`config.mk`:
```
export PLATFORM = sky130hd
export DESIGN_NAME = sad_min_tracker
export DESIGN_NICKNAME = d
export VERILOG_FILES = /design/src/rtl/sad_pkg.sv /design/src/rtl/sad_rowcol_counter.sv /design/src/rtl/sad_min_tracker.sv
export SDC_FILE = /design/constraint.sdc
export NUM_CORES = 1
export LEC_CHECK = 0
export CAP_MARGIN = 20
export CELL_PAD_IN_SITES_DETAIL_PLACEMENT = 0
export CELL_PAD_IN_SITES_GLOBAL_PLACEMENT = 1
export CORE_ASPECT_RATIO = 0.7
export CORE_MARGIN = 5
export CORE_UTILIZATION = 35
export CTS_BUF_LIST = sky130_fd_sc_hd__clkbuf_8
export CTS_CLUSTER_SIZE = 12
export DETAILED_ROUTE_END_ITERATION = 12
export HOLD_SLACK_MARGIN = 0.06
export PLACE_DENSITY = 0.88
export SLEW_MARGIN = 15
export SYNTH_ARGS = -nofsm -noshare
export SYNTH_HDL_FRONTEND = slang
export SYNTH_SLANG_ARGS = --single-unit
```
`constraint.sdc`:
```
create_clock -name Clk -period 3.5 [get_ports Clk]
set_clock_uncertainty 0.2 [all_clocks]
set_input_delay 1.05 -clock Clk [delete_from_list [all_inputs] [get_ports Clk]]
set_output_delay 1.05 -clock Clk [all_outputs]
set_load 0.02 [all_outputs]
```
`src/rtl/sad_pkg.sv`:
```
// Shared SAD pipeline definitions: default datapath widths, tracker state encoding,
// and a helper that sizes counters so that a dimension of 1 still gets a 1-bit field.
package sad_pkg;

    localparam int SAD_W_DEF = 32;
    localparam int IDX_W_DEF = 32;

    typedef enum logic [1:0] {
        IDLE  = 2'd0,
        SCAN  = 2'd1,
        DONE  = 2'd2,
        DRAIN = 2'd3
    } trk_state_e;

    function automatic int cnt_w(input int n);
        return (n > 1) ? $clog2(n) : 1;
    endfunction

endpackage

```
`src/rtl/sad_rowcol_counter.sv`:
```
// Arrival-position counter for one search window: col wraps at WIN_COLS-1 and carries into row.
// Zero latency on last (combinational from the registered position); no backpressure of its own.
module sad_rowcol_counter
    import sad_pkg::*;
#(
    parameter int WIN_COLS = 49,
    parameter int WIN_ROWS = 49,
    localparam int ROW_W   = cnt_w(WIN_ROWS),
    localparam int COL_W   = cnt_w(WIN_COLS)
) (
    input  logic             Clk,
    input  logic             Rst_n,
    input  logic             clear,
    input  logic             inc,
    output logic [ROW_W-1:0] row,
    output logic [COL_W-1:0] col,
    output logic             last
);

    logic [ROW_W-1:0] row_q, row_d;
    logic [COL_W-1:0] col_q, col_d;
    logic             col_end;
    logic             row_end;

    assign col_end = (col_q == COL_W'(WIN_COLS - 1));
    assign row_end = (row_q == ROW_W'(WIN_ROWS - 1));

    always_comb begin
        row_d = row_q;
        col_d = col_q;
        if (clear) begin
            row_d = '0;
            col_d = '0;
        end else if (inc) begin
            if (col_end) begin
                col_d = '0;
                row_d = row_end ? '0 : row_q + ROW_W'(1);
            end else begin
                col_d = col_q + COL_W'(1);
            end
        end
    end

    always_ff @(posedge Clk) begin
        if (!Rst_n) begin
            row_q <= '0;
            col_q <= '0;
        end else begin
            row_q <= row_d;
            col_q <= col_d;
        end
    end

    assign row  = row_q;
    assign col  = col_q;
    assign last = row_end & col_end;

endmodule

```
`src/rtl/sad_min_tracker.sv`:
```
// Running-minimum best-match tracker over one search window; result 1 cycle after the last accept,
// held with best_* stable until out_ready; in_ready low outside SCAN/DRAIN. Option: SAD_ZERO_EXIT_EN.
module sad_min_tracker
    import sad_pkg::*;
#(
    parameter int SAD_W    = SAD_W_DEF,
    parameter int IDX_W    = IDX_W_DEF,
    parameter int WIN_COLS = 49,
    parameter int WIN_ROWS = 49,
    localparam int ROW_W   = cnt_w(WIN_ROWS),
    localparam int COL_W   = cnt_w(WIN_COLS)
) (
    input  logic             Clk,
    input  logic             Rst_n,
    input  logic             start,
    input  logic             in_valid,
    output logic             in_ready,
    input  logic [SAD_W-1:0] in_sad,
    input  logic [IDX_W-1:0] in_index,
    output logic             out_valid,
    input  logic             out_ready,
    output logic [SAD_W-1:0] best_sad,
    output logic [IDX_W-1:0] best_index,
    output logic [ROW_W-1:0] best_row,
    output logic [COL_W-1:0] best_col,
    output logic             busy
);

    localparam int NUM_CAND = WIN_COLS * WIN_ROWS;

    trk_state_e       state_q, state_d;
    logic             in_ready_q, in_ready_d;
    logic             out_valid_q, out_valid_d;
    logic             busy_q, busy_d;
    logic [SAD_W-1:0] best_sad_q, best_sad_d;
    logic [IDX_W-1:0] best_index_q, best_index_d;
    logic [ROW_W-1:0] best_row_q, best_row_d;
    logic [COL_W-1:0] best_col_q, best_col_d;
`ifdef SAD_ZERO_EXIT_EN
    logic             drain_done_q, drain_done_d;
`endif

    logic             accept;
    logic             cnt_clear;
    logic             cnt_last;
    logic [ROW_W-1:0] cnt_row;
    logic [COL_W-1:0] cnt_col;
    logic             is_first;
    logic             take_new;

    assign accept    = in_valid & in_ready_q;
    assign cnt_clear = (state_q == IDLE) & start;

    sad_rowcol_counter #(
        .WIN_COLS (WIN_COLS),
        .WIN_ROWS (WIN_ROWS)
    ) u_pos (
        .Clk   (Clk),
        .Rst_n (Rst_n),
        .clear (cnt_clear),
        .inc   (accept),
        .row   (cnt_row),
        .col   (cnt_col),
        .last  (cnt_last)
    );

    // Position (0,0) inside SCAN is always the first beat: the counter clears on start.
    assign is_first = (NUM_CAND == 1) || ((cnt_row == '0) && (cnt_col == '0));
    assign take_new = accept && (state_q == SCAN) && (is_first || (in_sad < best_sad_q));

    always_comb begin
        state_d      = state_q;
        in_ready_d   = in_ready_q;
        out_valid_d  = out_valid_q;
        busy_d       = busy_q;
        best_sad_d   = best_sad_q;
        best_index_d = best_index_q;
        best_row_d   = best_row_q;
        best_col_d   = best_col_q;
`ifdef SAD_ZERO_EXIT_EN
        drain_done_d = drain_done_q;
`endif

        if (take_new) begin
            best_sad_d   = in_sad;
            best_index_d = in_index;
            best_row_d   = cnt_row;
            best_col_d   = cnt_col;
        end

        case (state_q)
            IDLE: begin
                if (start) begin
                    state_d    = SCAN;
                    in_ready_d = 1'b1;
                    busy_d     = 1'b1;
                end
            end
            SCAN: begin
                if (accept) begin
                    if (cnt_last) begin
                        state_d     = DONE;
                        in_ready_d  = 1'b0;
                        out_valid_d = 1'b1;
                    end
`ifdef SAD_ZERO_EXIT_EN
                    else if (in_sad == '0) begin
                        state_d      = DRAIN;
                        out_valid_d  = 1'b1;
                        drain_done_d = 1'b0;
                    end
`endif
                end
            end
            DONE: begin
                if (out_ready) begin
                    state_d     = IDLE;
                    out_valid_d = 1'b0;
                    busy_d      = 1'b0;
                end
            end
`ifdef SAD_ZERO_EXIT_EN
            // Result handshake and drain completion are independent; leave once both are done.
            DRAIN: begin
                if (accept && cnt_last) begin
                    drain_done_d = 1'b1;
                    in_ready_d   = 1'b0;
                end
                if (out_ready) begin
                    out_valid_d = 1'b0;
                end
                if (drain_done_d && !out_valid_d) begin
                    state_d    = IDLE;
                    in_ready_d = 1'b0;
                    busy_d     = 1'b0;
                end
            end
`endif
            default: begin
                state_d     = IDLE;
                in_ready_d  = 1'b0;
                out_valid_d = 1'b0;
                busy_d      = 1'b0;
            end
        endcase
    end

    always_ff @(posedge Clk) begin
        if (!Rst_n) begin
            state_q      <= IDLE;
            in_ready_q   <= 1'b0;
            out_valid_q  <= 1'b0;
            busy_q       <= 1'b0;
            best_sad_q   <= '0;
            best_index_q <= '0;
            best_row_q   <= '0;
            best_col_q   <= '0;
`ifdef SAD_ZERO_EXIT_EN
            drain_done_q <= 1'b0;
`endif
        end else begin
            state_q      <= state_d;
            in_ready_q   <= in_ready_d;
            out_valid_q  <= out_valid_d;
            busy_q       <= busy_d;
            best_sad_q   <= best_sad_d;
            best_index_q <= best_index_d;
            best_row_q   <= best_row_d;
            best_col_q   <= best_col_d;
`ifdef SAD_ZERO_EXIT_EN
            drain_done_q <= drain_done_d;
`endif
        end
    end

    assign in_ready   = in_ready_q;
    assign out_valid  = out_valid_q;
    assign busy       = busy_q;
    assign best_sad   = best_sad_q;
    assign best_index = best_index_q;
    assign best_row   = best_row_q;
    assign best_col   = best_col_q;

endmodule

```
### Word level (Yosys, flattened, before mapping)

Cells that the tools add are included.

* flip-flop bits (word level): 93
* output and inout bits: 79
* logic and storage cells: 57

* $add $sub $neg: 2
* order comparisons: 1
* equality and inequality tests: 8
* mux-type cells: 16
* bitwise gates (word level): 7
* reductions and logical operators: 13

Operator list (number)
* $lt A32 B32 Y1: 1
* $add A6 B1 Y6 const B: 2
* $eq A6 B6 Y1 const B: 2
* $logic_not A6 Y1: 2
* $mux W6: 2
* $reduce_and A4 Y1: 3
* $pmux W1 S3: 3
* $mux W2: 4
* $ne A2 B2 Y1 const B: 4
* $mux W1: 6
* $pmux W2 S3: 1
* $not A1 Y1: 4
* $and A1 B1 Y1: 3
* $logic_and A1 B1 Y1: 3
* $reduce_and A3 Y1: 1
* $eq A2 B1 Y1 const B: 1
* $eq A2 B2 Y1 const B: 1
* $logic_not A2 Y1: 1
* $reduce_and A2 Y1: 1
* $reduce_or A2 Y1: 1
* $logic_or A1 B1 Y1: 1

### Logic depth before layout (Yosys ltp)

Gate-level depths: netlist (run 1).

* word-level depth: 5
* gate-level depth with buffers: 10

### Cells and area by module

Synthesis (run 1) repeated with hierarchy kept, for this count alone.

* cell total of the unflattened synthesis: 544
* area total of the unflattened synthesis: 4668.2 µm²

Modules (own cells, without submodules)
* sad_min_tracker: times used 1, cells an instance 477, area an instance 4062.6 µm², seq. area each 1621.6 µm²
* sad_rowcol_counter: times used 1, cells an instance 67, area an instance 605.6 µm², seq. area each 240.2 µm²

### Worst setup path before layout (run 1)

OpenSTA, ideal clock, no wires.

* path type: input -> register
* from: input port in_sad[11]
* to: register best_col_q[0], in the netlist best_col[0]
* setup time: 0.072 ns
* arrival: 2.754 ns
* path slack: 0.474 ns
* stages on the path: 9
* buffers on the path: 2
* path through: ha_1 > and4_1 > o211ai_1 > o41ai_1 > o311ai_1 > o21ai_1 > buf_6 > buf_6 > mux2i_1

* longest elaborated chain between the ends: 3

Ends and longest elaborated chain
* from (decl): line sad_min_tracker.sv:18 `input logic [SAD_W-1:0] in_sad,`
* $lt A32 B32 Y1: line sad_min_tracker.sv:69 `assign take_new = accept && (state_q == SCAN) && (is_first || (in_sad < best_sad_q));`
* $logic_or A1 B1 Y1: line sad_min_tracker.sv:69
* $logic_and A1 B1 Y1: line sad_min_tracker.sv:69
* to (signal assigned): line sad_min_tracker.sv:169 `best_col_q <= best_col_d;`
* to (decl): line sad_min_tracker.sv:38 `logic [COL_W-1:0] best_col_q, best_col_d;`

Every way passes these cells.
A chain may end at the register's enable or synchronous reset.

### Worst setup path in the final report (run 1)

* from: input port in_sad[31]
* to: register best_sad_q[16], in the netlist best_sad[16]

* longest elaborated chain between the ends: 3

Ends and longest elaborated chain
* $lt A32 B32 Y1: line sad_min_tracker.sv:69
* $logic_or A1 B1 Y1: line sad_min_tracker.sv:69
* $logic_and A1 B1 Y1: line sad_min_tracker.sv:69
* to (signal assigned): line sad_min_tracker.sv:166 `best_sad_q <= best_sad_d;`
* to (decl): line sad_min_tracker.sv:35 `logic [SAD_W-1:0] best_sad_q, best_sad_d;`

Every way passes these cells.

==> run summary, run 1 <==
Leak Pwr -> 0.00285 µW
ant diodes -> 0
r2r endpoint -> best_sad[16]$_SDFFE_PN0P_
routed vias/inst -> 4.72
vias in the first global route -> 4,023
final setup violation count -> 0
Post-Route Setup TNS -> 0 ns
gpl congestion -> 0.776
Crit. End Element -> flop
Worst EP required -> 3.59 ns
Die W -> 148 µm
final hold vios -> 0
CP max-delay cell -> clkdlybuf4s50_1
DRT iter0 DRCs -> 199
Synth Register Bits -> 93
synthesized instance count -> 543
# H-tree levels -> 3
DRT met1 WL -> 5730 µm
Post-Synthesis Net Count -> 647
HP Start -> out_valid$_SDFFE_PN0P_
total congestion overflow -> 0
CP delay by family, top -> buffers and inverters
drt first pass iters -> 4
largest net degree at the start of global routing -> 69
Critical R2R Launch -> best_sad[31]$_SDFFE_PN0P_
Worst-path clk slew -> 0.09 ns
Post-synth ARST share -> 0
Hold Crit Class -> reg -> reg
placeable core region -> 13,100 µm²
Endpoint, Worst Hold -> out_valid$_SDFFE_PN0P_
Seq/Total Area, Yosys -> 0.402
CTS tree -> done
RSZ-0062 raised after global routing -> yes
number of antenna violations at the first check in global routing -> 0
Pwr per Cell Area -> 330 nW/µm²
Buf/Inv on CP -> 3
share of post-route cells with drive strength above 1 -> 0.0478
critical path class -> in -> reg
via count -> 4,045
worst vdd ir -> 0.148 mV
# Max-Cap Violations -> 0
antenna-violating nets left -> 0
CP Max Fanout -> 15
Yosys cell types -> 39
Final HPWL DP -> 9100 µm
status -> finished, final reports clean
met3 WL -> 820 µm
r2r setup slk -> 0.87 ns
Root Driver -> clkbuf_8
detailed-route DRC error count -> 0
worst hold margin -> 0.257 ns
Worst path max stage delay -> 0.44 ns
Mapped Area -> 4630 µm²
Achievable Freq -> 0.295 GHz
Cell Rows -> 35
Cell Count Post-Placement -> 842
crit path cell chain -> clkdlybuf4s50_1 -> ha_1 -> nand4_1 -> nor4b_1 -> nor4b_2 -> buf_4 -> o21ai_4 -> buf_4 -> mux2i_1
crit path launch type -> primary input
GR Util All Layers -> 0.150
clock tree buffer depth -> 2
clock sinks -> 93
first-pass GRT wire length -> 19,400 µm
CP dominant cell by count -> buf_4
top-count cell post-synth -> nand2_1
Nets -> 791
Synth Warn # -> 0
Wirelength per Cell -> 13.8 µm
post-route clock period utilization -> 0.969
drt total wl -> 11,900 µm
post-synth top area share -> 0.402
Primary FF master, synth -> dfxtp_1
Port Buffers -> 147
WL met2 -> 5180 µm
P&R area growth vs syn -> 40.0%
Worst EP arrival -> 3.48 ns
cts bufs inserted -> 9
max layer used -> met4
post-synth top area cell -> dfxtp_1
synth top area cells -> dfxtp_1 (40%), mux2i_1 (16%), nand2_1 (14%)
Final Cell Area -> 6480 µm²
WHS Path Cells -> 2
placed cell areas -> 6300 µm²
Max Transition Viols Final -> 0
worst-skew pair later-pin latency -> 0.36 ns
Worst-Margin Slew -> 0.650 ns
Worst Reg-to-Reg Cells -> 9
EDFF count, synth -> 0
final core occ -> 0.497
most frequent cells after synthesis -> nand2_1 (168), dfxtp_1 (93), mux2i_1 (76), inv_1 (37), ha_1 (35)
synthesized area per cell -> 8.53 µm²
Rel. slew slack -> 0.566
full die area -> 15,700 µm²
Hold-fix buffers, CTS -> 0
die height -> 106 µm
minimum clock period -> 3.39 ns
Layout Cells excl Fill -> 857
Initial Util -> 0.355
I/O pin count -> 148
## worst register-to-register path, cell delays in order, from the launching register on
cell and delay [ns]:
dfxtp_1 0.36, inv_1 0.05, ha_1 0.31, nand4_1 0.20
nor4b_1 0.40, nor4b_2 0.10, buf_4 0.15, o21ai_4 0.22
buf_4 0.32, mux2i_1 0.25
## cell type report
| class | count | area (µm²) |
|---|---|---|
| fill | 1227 | 6570 |
| multi-input combinational | 385 | 2500 |
| sequential | 93 | 1860 |
| timing repair buffer | 161 | 1600 |
| tap | 166 | 208 |
| clock buffer | 11 | 151 |
| inverter | 37 | 139 |
| clock inverter | 4 | 25.0 |
## what timing repair did
action                                  CTS  global route
endpoints found under the setup margin    1            20
gates resized for setup                   1             1
setup buffers                             0             0
## routing by layer
layer | track usage | vias to the layer above
met3 | 0.0528 | 13
met4 | 0.0386 | 0
li1 | - | 2082
met1 | 0.194 | 1843
met5 | 0 | -
met2 | 0.239 | 107
## placed cells by master (no fill, tap or decap), drive strengths merged, types with 14 or more instances in the layout
master         count
nand2            169
dfxtp             93
clkdlybuf4s50    146
nor2              16
mux2i             76
a21oi             14
inv               38
buf               15
ha                35
## registers in the layout (all words and copies together), names as in the netlist
register    count
u_pos.col       6
out_valid       1
in_ready        1
state_q         2
best_col        6
u_pos.row       6
best_index     32
best_sad       32
busy            1
best_row        6
## metrics by stage
stage / power, µW / setup WS (ns)
floorplan: 1320 / 0.474
global placement: 1490 / -0.206
detailed placement: 1500 / -0.349
CTS: 2180 / 0.0595
global route: 2260 / -0.0171
finish: 2140 / 0.108
## worst max-delay path by stage
stage               cells after the start  slack [ns]                    endpoint        from
floorplan                               9        0.47    best_col[0]$_SDFFE_PN0P_  in_sad[11]
global placement                        9       -0.21   best_sad[25]$_SDFFE_PN0P_  in_sad[30]
detailed placement                     10       -0.35   best_sad[16]$_SDFFE_PN0P_  in_sad[30]
CTS                                    10        0.06   best_sad[16]$_SDFFE_PN0P_  in_sad[30]
global route                           10       -0.02  best_index[9]$_SDFFE_PN0P_  in_sad[30]
finish                                  9        0.11   best_sad[16]$_SDFFE_PN0P_  in_sad[31]
## cells by family after synthesis
family                     share of synthesized area
DFF                                            0.402
AOI/OAI and AO/OA                             0.0519
xor gates and xnor gates                      0.0189
adders and majority gates                     0.0945
buffers and inverters                         0.0624
muxes                                          0.167
and+or+nand+nor                                0.204
## power by group
group,leakage [µW],internal (µW),total (µW),switching (µW)
Combinational,0.00201,192,368,176
Sequential,0.000752,1080,1110,21.3
Clock,0.0000926,291,666,375
Total,0.00285,1570,2140,572
No activity file was read; power rests on OpenSTA's default activity.
==> run 2: changes to the inputs <==
--- a/config.mk
+++ b/config.mk
@@ -9,7 +9,7 @@
 export CELL_PAD_IN_SITES_DETAIL_PLACEMENT = 0
 export CELL_PAD_IN_SITES_GLOBAL_PLACEMENT = 1
 export CORE_ASPECT_RATIO = 0.7
-export CORE_MARGIN = 5
+export CORE_MARGIN = 3
 export CORE_UTILIZATION = 35
 export CTS_BUF_LIST = sky130_fd_sc_hd__clkbuf_8
 export CTS_CLUSTER_SIZE = 12
==> run 2 against run 1 <==
Net effect:
- sequential share of layout area decreased by 0.27 points
- clock-buffer cell count down 2
- routed wire length grew 0.19%
- via count grew 1.5%
- maximum frequency rose by 0.52%
- critical path depth decreased by 1
- clock power grew 7.5%
- first-iteration DRC count down 24%
- cell count is the same
- combinational power is 1% higher
- setup slack improved by 0.017 ns
- critical path type unchanged
- largest cell class unchanged
==> run summary, run 2 (synthesis results as in run 1) <==
status -> finished, final reports clean
Buf/Inv on CP -> 2
number of antenna violations at the first check in global routing -> 0
drt first pass iters -> 5
Total Power -> 2190 µW
RSZ-0062 raised after global routing -> no
Worst-path clk slew -> 0.09 ns
vias in the first global route -> 3,932
CP max-delay cell -> nor4b_2
CP Max Fanout -> 33
met1 Resource Use GR -> 0.206
Initial Util -> 0.365
largest net degree at the start of global routing -> 58
P&R area growth vs syn -> 41.3%
cts bufs inserted -> 9
die height -> 102 µm
# Max-Cap Violations -> 0
Pwr per Cell Area -> 335 nW/µm²
clock tree buffer depth -> 2
Crit. End Element -> flop
Layout Cells excl Fill -> 857
CTS tree -> done
via count -> 4,105
Port Buffers -> 147
Nets -> 794
worst-skew pair later-pin latency -> 0.37 ns
Final HPWL DP -> 8970 µm
drt total wl -> 11,900 µm
Worst path max stage delay -> 0.46 ns
Max Transition Viols Final -> 0
full die area -> 14,700 µm²
Layout fillers -> 1,185
Root Driver -> clkbuf_8
r2r setup slk -> 0.87 ns
minimum clock period -> 3.37 ns
placeable core region -> 12,700 µm²
final setup violation count -> 0
Wirelength per Cell -> 13.9 µm
first-pass GRT wire length -> 18,900 µm
Die W -> 144 µm
crit path launch type -> primary input
# H-tree levels -> 3
met3 Usage GRT -> 0.0547
share of post-route cells with drive strength above 1 -> 0.0576
Reg area -> 1860 µm²
CP delay by family, top -> simple AND/OR/NAND/NOR gates
antenna-violating nets left -> 0
detailed-route DRC error count -> 0
ant diodes -> 0
worst vdd ir -> 0.179 mV
crit path cell chain -> clkdlybuf4s50_1 -> ha_1 -> nand4_1 -> nor4b_2 -> nor4b_4 -> o21ai_4 -> buf_12 -> mux2i_1
routed vias/inst -> 4.79
final hold vios -> 0
I/O pin count -> 148
Cell Rows -> 34
Leak Pwr -> 0.00287 µW
Cell Count Post-Placement -> 841
DRT iter0 DRCs -> 151
Post-Route Setup TNS -> 0 ns
# Post-CTS Setup Buffers -> 0
Most Crowded Layer GR -> met2
critical path class -> in -> reg
Worst EP required -> 3.59 ns
Rel. slew slack -> 0.629
post-route clock period utilization -> 0.964
most common cell after layout, fill and taps aside -> nand2_1
clock sinks -> 93
Worst EP arrival -> 3.46 ns
Achievable Freq -> 0.296 GHz
grt met2 use -> 0.259
multi-input logic area -> 2520 µm²
total congestion overflow -> 0
Hold-fix buffers, CTS -> 0
gpl congestion -> 0.802
commonest cells after routing, fill and taps aside -> nand2_1 (168), clkdlybuf4s50_1 (146), dfxtp_1 (93)
Hold Crit Class -> reg -> reg
Worst-Margin Slew -> 0.556 ns
final core occ -> 0.516
GR Util All Layers -> 0.160
## run 2: cell types whose count changed in the layout (fill, tap and decap cells not counted), sizes merged
cell and delta:
clkinvlp +1, clkinv +1, buf +3, clkbuf -2
bufinv +1
## run 2: routing by layer
metal | routed length, µm | up-vias
met5 | 0 | -
met4 | 74 | 0
met3 | 979 | 7
met2 | 5230 | 117
met1 | 5600 | 1892
li1 | - | 2089
## run 2: layout make-up
type,instances,area share
Clock buffer,9,0.0189
Clock inverter,7,0.0103
Inverter,37,0.0212
Multi-Input combinational cell,385,0.386
Sequential cell,93,0.284
Tap cell,162,0.0310
Timing Repair Buffer,164,0.248
## run 2: per-stage QoR
stage	setup slack [ns]	hold WS (ns)	cell area, µm²
6_report	0.125	0.246	6550
5_1_grt	0.00943	0.290	6550
4_1_cts	0.000244	0.256	6520
3_5_place_dp	-0.375	0.242	6320
3_3_place_gp	-0.363	0.240	6320
2_1_floorplan	0.474	0.265	4630
## run 2: worst paths after layout
check	from	endpoint	cells after the start
setup / recovery	in_sad[30]	best_sad[30]$_SDFFE_PN0P_	8
hold / removal	out_valid$_SDFFE_PN0P_	out_valid$_SDFFE_PN0P_	2
setup reg to reg	best_sad[30]$_SDFFE_PN0P_	best_sad[30]$_SDFFE_PN0P_	8
hold reg to reg	out_valid$_SDFFE_PN0P_	out_valid$_SDFFE_PN0P_	2
## run 2: worst min-delay path, cell delays in order (launching register included)
cell	delay [ns]
dfxtp_1	0.32
inv_1	0.05
a21oi_1	0.05
## run 2: repair_timing
action	in CTS	in global routing
gates resized for setup	1	6
cloned	0	0
setup endpoints to repair	1	76
endpoints found under the hold margin	0	0
## run 2: report_power, final
group          leakage, µW  internal (µW)  switching (µW)
clock            0.0000964            327             390
sequential        0.000752           1080            21.6
combinational      0.00202            195             177
total              0.00287           1610             588
